--- config.mk ---
export PLATFORM = sky130hd
export DESIGN_NAME = wrr_fifo_scheduler
export DESIGN_NICKNAME = d
export VERILOG_FILES = /design/src/rtl/wrr_fifo_scheduler.sv
export SDC_FILE = /design/constraint.sdc
export NUM_CORES = 1
export LEC_CHECK = 0
export ABC_AREA = 1
export CORE_UTILIZATION = 50
export DETAILED_ROUTE_END_ITERATION = 8
export PLACE_DENSITY_LB_ADDON = 0.1
export SYNTH_ARGS = -nofsm -noshare
export SYNTH_HDL_FRONTEND = slang
export SYNTH_SLANG_ARGS = --single-unit
--- constraint.sdc ---
create_clock -name clk -period 3.6 [get_ports clk]
set_clock_uncertainty 0.05 [all_clocks]
set_input_delay 0.72 -clock clk [delete_from_list [all_inputs] [get_ports clk]]
set_output_delay 0.72 -clock clk [all_outputs]
set_load 0.005 [all_outputs]
--- src/rtl/wrr_fifo_scheduler.sv ---
// Weighted round-robin read scheduler for four downstream 8-bit FIFOs.
// Mirrors each FIFO's occupancy from its write/read strobes, issues one
// read strobe per cycle to the queue being served, and spends a per-queue
// credit (reloaded from that queue's weight) before moving to the next
// non-empty queue.
//
//   state    | meaning
//   ---------+-----------------------------------------------------------
//   ST_IDLE  | every queue empty, no reads issued
//   ST_SERVE | serving queue r_ptr, r_credit reads left in this burst
module wrr_fifo_scheduler #(
  parameter int DEPTH = 8
) (
  input  logic       clk,
  input  logic       rst_n,
  input  logic [3:0] wen,
  input  logic       out_ready,
  input  logic       cfg_we,
  input  logic [1:0] cfg_sel,
  input  logic [2:0] cfg_weight,
  output logic [3:0] ren,
  output logic       grant_valid,
  output logic [1:0] grant_id,
  output logic [3:0] full,
  output logic [3:0] overflow,
  output logic       busy
);

  typedef enum logic {ST_IDLE, ST_SERVE} state_t;

  localparam logic [3:0] LP_DEPTH = 4'(DEPTH);

  state_t     r_state;
  logic [1:0] r_ptr;
  logic [2:0] r_credit;
  logic [3:0] r_occ [4];
  logic [2:0] r_weight [4];
  logic [3:0] r_overflow;
  logic       r_grant_valid;
  logic [1:0] r_grant_id;

  logic [3:0] w_ren;
  logic [3:0] w_full;
  logic [3:0] w_acc;
  logic [3:0] w_drop;
  logic [3:0] w_ne_cur;
  logic [3:0] w_ne_nxt;
  logic [3:0] w_occ_nxt [4];
  logic       w_issue;
  logic       w_adv;
  logic [1:0] w_sel_ptr;

  // First non-empty queue searching ptr+1, ptr+2, ptr+3 and finally ptr itself.
  function automatic logic [1:0] f_next(input logic [1:0] ptr, input logic [3:0] ne);
    logic [1:0] sel;
    sel = ptr;
    for (int k = 4; k >= 1; k--) begin
      if (ne[ptr + 2'(k)]) sel = ptr + 2'(k);
    end
    return sel;
  endfunction

  // A stored weight of zero still grants one read per turn.
  function automatic logic [2:0] f_eff(input logic [2:0] w);
    return (w == 3'd0) ? 3'd1 : w;
  endfunction

  // Read issue, write acceptance and next-cycle occupancy per queue.
  always_comb begin
    w_issue  = (r_state == ST_SERVE) && out_ready && (r_occ[r_ptr] != 4'd0);
    w_ren    = '0;
    w_full   = '0;
    w_acc    = '0;
    w_drop   = '0;
    w_ne_cur = '0;
    w_ne_nxt = '0;
    for (int i = 0; i < 4; i++) begin
      w_ren[i]     = w_issue && (r_ptr == 2'(i));
      w_full[i]    = (r_occ[i] == LP_DEPTH);
      // A full queue still takes the write when it is read the same cycle.
      w_acc[i]     = wen[i] && (!w_full[i] || w_ren[i]);
      w_drop[i]    = wen[i] && w_full[i] && !w_ren[i];
      w_occ_nxt[i] = r_occ[i] + {3'b000, w_acc[i]} - {3'b000, w_ren[i]};
      w_ne_cur[i]  = (r_occ[i] != 4'd0);
      w_ne_nxt[i]  = (w_occ_nxt[i] != 4'd0);
    end
    w_adv     = w_issue && ((r_credit <= 3'd1) || !w_ne_nxt[r_ptr]);
    w_sel_ptr = (r_state == ST_IDLE) ? f_next(r_ptr, w_ne_cur) : f_next(r_ptr, w_ne_nxt);
  end

  // Occupancy mirrors, sticky overflow flags and weight registers.
  always_ff @(posedge clk or negedge rst_n) begin
    if (!rst_n) begin
      for (int i = 0; i < 4; i++) begin
        r_occ[i]    <= 4'd0;
        r_weight[i] <= 3'd1;
      end
      r_overflow <= '0;
    end else begin
      for (int i = 0; i < 4; i++) begin
        r_occ[i] <= w_occ_nxt[i];
      end
      r_overflow <= r_overflow | w_drop;
      if (cfg_we) r_weight[cfg_sel] <= cfg_weight;
    end
  end

  // Grant reporting lines up with the FIFO's registered read data.
  always_ff @(posedge clk or negedge rst_n) begin
    if (!rst_n) begin
      r_grant_valid <= 1'b0;
      r_grant_id    <= 2'd0;
    end else begin
      r_grant_valid <= w_issue;
      r_grant_id    <= w_issue ? r_ptr : 2'd0;
    end
  end

  // Scheduler FSM: pointer and credit only move on an issued read.
  always_ff @(posedge clk or negedge rst_n) begin
    if (!rst_n) begin
      r_state  <= ST_IDLE;
      r_ptr    <= 2'd3;
      r_credit <= 3'd0;
    end else begin
      case (r_state)
        ST_IDLE: begin
          if (|w_ne_cur) begin
            r_state  <= ST_SERVE;
            r_ptr    <= w_sel_ptr;
            r_credit <= f_eff(r_weight[w_sel_ptr]);
          end
        end
        ST_SERVE: begin
          if (w_issue) begin
            if (w_adv) begin
              if (|w_ne_nxt) begin
                r_ptr    <= w_sel_ptr;
                r_credit <= f_eff(r_weight[w_sel_ptr]);
              end else begin
                r_state  <= ST_IDLE;
                r_credit <= 3'd0;
              end
            end else begin
              r_credit <= r_credit - 3'd1;
            end
          end
        end
        default: r_state <= ST_IDLE;
      endcase
    end
  end

  assign ren         = w_ren;
  assign full        = w_full;
  assign overflow    = r_overflow;
  assign grant_valid = r_grant_valid;
  assign grant_id    = r_grant_id;
  assign busy        = (r_state == ST_SERVE);

endmodule

Word level (Yosys, flattened, before mapping)
Index checks and enable logic that the tools add are counted.

operators by class
  order comparisons = 9
  equality and inequality tests = 11
  add/sub/neg operators = 12
  multiplexer cells = 47
  reduce and logical (&&, ||, !) cells = 49
  bitwise operators = 5

operator list
  kind                   number
  $reduce_bool A4 Y1     9
  $mux W2                12
  $mux W3                8
  $logic_and A1 B1 Y1    20
  $add A4 B1 Y4          4
  $eq A4 B4 Y1 const B   4
  $sub A4 B1 Y4          4
  $bmux W1 S2            7
  $bwmux W12             1
  $lt A2 B3 Y1 const B   4
  $mux W1                11
  $ge A3 B3 Y1 const B   3
  $logic_not A1 Y1       9
  $not A2 Y3             3
  $bmux W4 S2            1
  $mux W4                2
  $ne A2 B1 Y1 const B   4
  $reduce_or A4 Y1       2
  $bmux W3 S2            1
  $demux W3 S2           1
  $pmux W3 S2            1
  $logic_or A1 B1 Y1     5
  $add A2 B2 Y2 const B  2
  $eq A2 B2 Y1 const B   2
  13 further kinds       13

word-level totals
  output and inout port bits = 16
  input port bits = 13
  logic and storage cells = 147
  flip-flop bits (word level) = 41

Logic depth before layout (Yosys ltp)
  depth in word-level cells = 28
  depth in mapped cells = 34
  depth with buffers taken out = 34

Worst setup path before layout
Ideal clock, no wire load.

  kind = register -> register
  from = register r_ptr[1]
  to = register r_credit[0]
  stages on the path, launching flop included = 33
  clock period less this slack = 3.957 ns
  path buffers = 1
  slack = -0.357 ns
  arrival time = 3.787 ns
  data required time = 3.430 ns
  library setup time = 0.120 ns
  path through = dfstp_2 -> buf_4 -> clkinv_1 -> nand4_1 -> nand3_1 -> nand2_1 -> nand3_1 -> inv_1 -> nand2_1 -> nor2_1 -> inv_1 -> nand2_1 -> ha_1 -> inv_1 -> fa_1 -> inv_1 -> or2_1 -> nor2_4 -> nand3_2 -> nand3_2 -> nand2_1 -> clkinv_1 -> nand2_2 -> nand2_2 -> nand3_2 -> nand2_4 -> nand2_1 -> nand3_1 -> nand2_1 -> nand2_1 -> nand2_1 -> nand2_1 -> a21oi_2

RTL lines
  element                   line  RTL
  start: declaration        34    logic [1:0] r_ptr;
  start signal: assignment  130   r_ptr <= w_sel_ptr;
  start signal: assignment  138   r_ptr <= w_sel_ptr;
  end signal: assignment    131   r_credit <= f_eff(r_weight[w_sel_ptr]);
  end signal: assignment    139   r_credit <= f_eff(r_weight[w_sel_ptr]);
  end signal: assignment    145   r_credit <= r_credit - 3'd1;
  end: declaration          35    logic [2:0] r_credit;

==> results.toml <==
[run_status]
outcome = "finished with violations"
violations = "setup timing"

[sta]
worst_pin_slew_ns = 0.920
fin_tns_setup_ns = -1.64
drv_slew = 0
finalCritPeriodShare = 1.13
relSlewSlack = 0.387
hold_viol = 0
rsz0062_at_grt = "true"
max_freq_mhz = 247
fin_ws_ns = -0.451
min_period_ns = 4.05
setup_viol = 6

[die]
start_util = 0.535
die_w_um = 77.1
die_y_um = 77.1
io-pin-count = 29
core_um2 = 5270
num_rows = 26
dieArea_um2 = 5950

[synthesis]
synthCells = 360
netlist_area_um2 = 2820
synth_enable_flop_cells = 0
ys_ff_latch = 41
ys.flop_type = "dfrtp_1"
synth_nets = 402
avgSynthCellArea_um2 = 7.84
yosys_warnings = 0
ys_seq_area_frac = 0.366
yosysUniqueCellTypes = 36
async_reset_ff_frac = 1.00

[global_route]
grt_usage = 0.262
grt_pass1_vias = 2829
antenna_found_initial = 0
grt_pass1_wl_um = 12400
global_route.overflow_total = 0
grt_max_degree = 42

[detailed_routing]
ant_nets = 0
drt-initial-drc-count = 154
routed-via-count = 2854
firstDrtPassIters = 4
wl_um = 7750
via_per_inst = 5.17
post-route-drc-count = 0
drt-wirelength-per-cell_um = 14.0

[power_and_ir_drop]
power.density_nw_per_um2 = 1110
leakage_nw = 2.23
peakVddDrop_uv = 595
finalPower_mw = 4.82

[setup_path]
worstPathMaxFanout = 7
cp-end-kind = "flop"
worst-path-buf-inv = 7
cp_top_family = "simple AND/OR/NAND/NOR gates"
r2r_start = "r_occ[5]"
r2r_slack_ns = -0.45
slowest_delay_ns = 0.50
cp.required_ns = 3.79
worstPathArrival_ns = 4.24
r2r-end = "r_credit[0]"
start_kind = "flop"
cp.depth = 29
crit_type = "reg2reg"
slowest_stage = "fa_1"
r2r_cells = 29

[clocking]
path_clk_slew_ns = 0.09
cts_tree = "yes"
htree_levels = 2
clockBufferDepth = 2
cts.sinks = 41
clk_latency_ns = 0.30
cts_root_buffer = "clkbuf_8"
cts_inserted_buffers = 5

[finish]
n_fill_cell = 333
fin_area_um2 = 4350
drive_gt1_frac = 0.407
nets = 523
diodes = 0
syn_to_final_growth_pct = 54.3

[min_path]
min_to = "overflow[1]"
holdCritStartpoint = "overflow[1]"
hold_path.class = "reg2reg"
min_path_cells = 1

[place]
gp_congestion = 0.881
hpwlAfterDp_um = 5110
portBuffers = 28
place_area_um2 = 3680

[run]
drv_cap = 0
==> cell type report <==
type                    instances  area, um2  area share
clock buffers                   5       68.8      0.0158
clock inverters                 3       68.8      0.0158
inverters                      67        264      0.0606
multi-input cells             249       1870       0.429
flip-flops and latches         41       1030       0.237
well taps                      70       87.6      0.0201
repair buffers                117        962       0.221
==> synthesized netlist by cell type (2+ instances only) <==
master    number  area share
dfrtp_1       35        0.31
a21oi_2        3      0.0093
o21ai_0       20       0.035
inv_2          2      0.0027
ha_1          25        0.11
nor2_1        20       0.027
inv_1         63       0.084
a31o_2         4       0.012
buf_6          2      0.0080
nand3_1       44       0.078
nor3_1         2      0.0035
dfstp_2        6       0.056
xnor2_1        2      0.0062
o211ai_1       3      0.0080
fa_1           4       0.028
nand2_4        2      0.0080
a21oi_1        4      0.0071
clkinv_1       2      0.0027
nand2_2        4      0.0089
nand3_2        3       0.011
nand4_1        8       0.018
or2_1          5       0.011
nor2_2         2      0.0044
nand2_1       83        0.11
==> layout by cell type, fill, tap and decap left out, types with 4 or more instances in the layout <==
cell type        synthesis  final
o21ai_0                 20     18
nand2_2                  4     16
nor2_4                   1      8
nand3_1                 44     27
ha_1                    25     21
buf_6                    2      5
clkbuf_8                 0      5
nand4_1                  8      8
dfrtp_1                 35     35
clkdlybuf4s50_1          0     27
a31o_2                   4      4
dfstp_2                  6      6
nand2_1                 83     62
inv_2                    2     11
inv_1                   63     54
buf_4                    1     84
nor2_1                  20     12
nand3_2                  3     17
nand2_4                  2      8
fa_1                     4      4
a21oi_1                  4      4
==> state kept, by name, summed over array words and instances, names as in the netlist <==
signal,flops
r_ptr,2
r_weight,12
grant_valid,1
grant_id,2
overflow,4
r_occ,16
r_credit,3
busy,1
==> cells by family after synthesis <==
logic type               Yosys count  share of synthesized area
flip-flops                        41                      0.366
adder cells (fa/ha/maj)           29                      0.139
XOR/XNOR                           3                     0.0120
buffers and inverters             70                     0.0998
AND/OR/NAND/NOR                  177                      0.290
AO/OA/AOI/OAI                     40                     0.0922
==> where the power goes <==
group          leakage, nW  switching [mW]  internal, mW
Sequential           0.470           0.106         0.663
Combinational         1.69            1.90          1.70
Clock               0.0687           0.181         0.279
==> metrics by stage <==
stage	instances	hold slack, ns	setup WS (ns)	util
after floorplan	360	0.374	-0.0483	-
final	552	0.422	-0.451	0.826
after global placement	519	0.401	-0.530	0.699
after CTS	543	0.423	-0.360	0.768
after detailed placement	519	0.403	-0.649	0.699
after global routing	552	0.436	-0.692	0.826
==> timing repair <==
item,4_1_cts,5_1_grt
gates resized for setup,29,63
buffers inserted,16,10
setup endpoints to repair,6,6
pin swaps,10,45
hold buffers,0,0
==> per-layer routing <==
layer | up-vias | part of all wire | GRT usage
met4 | 0 | 0.018 | 0.0830
met3 | 14 | 0.056 | 0.0381
met2 | 101 | 0.52 | 0.473
li1 | 1401 | - | -
met1 | 1338 | 0.41 | 0.318
met5 | - | 0 | 0
==> how the worst max path moves through the flow <==
stage                             end  slack (ns)       from
after floorplan           r_credit[0]       -0.05   r_ptr[1]
after global placement    r_credit[0]       -0.53  out_ready
after detailed placement  r_credit[0]       -0.65  out_ready
after CTS                 r_credit[0]       -0.36   r_occ[4]
after global routing      r_credit[0]       -0.69   r_ptr[1]
final                     r_credit[0]       -0.45   r_occ[5]
Power figures use the tool's default switching activity.
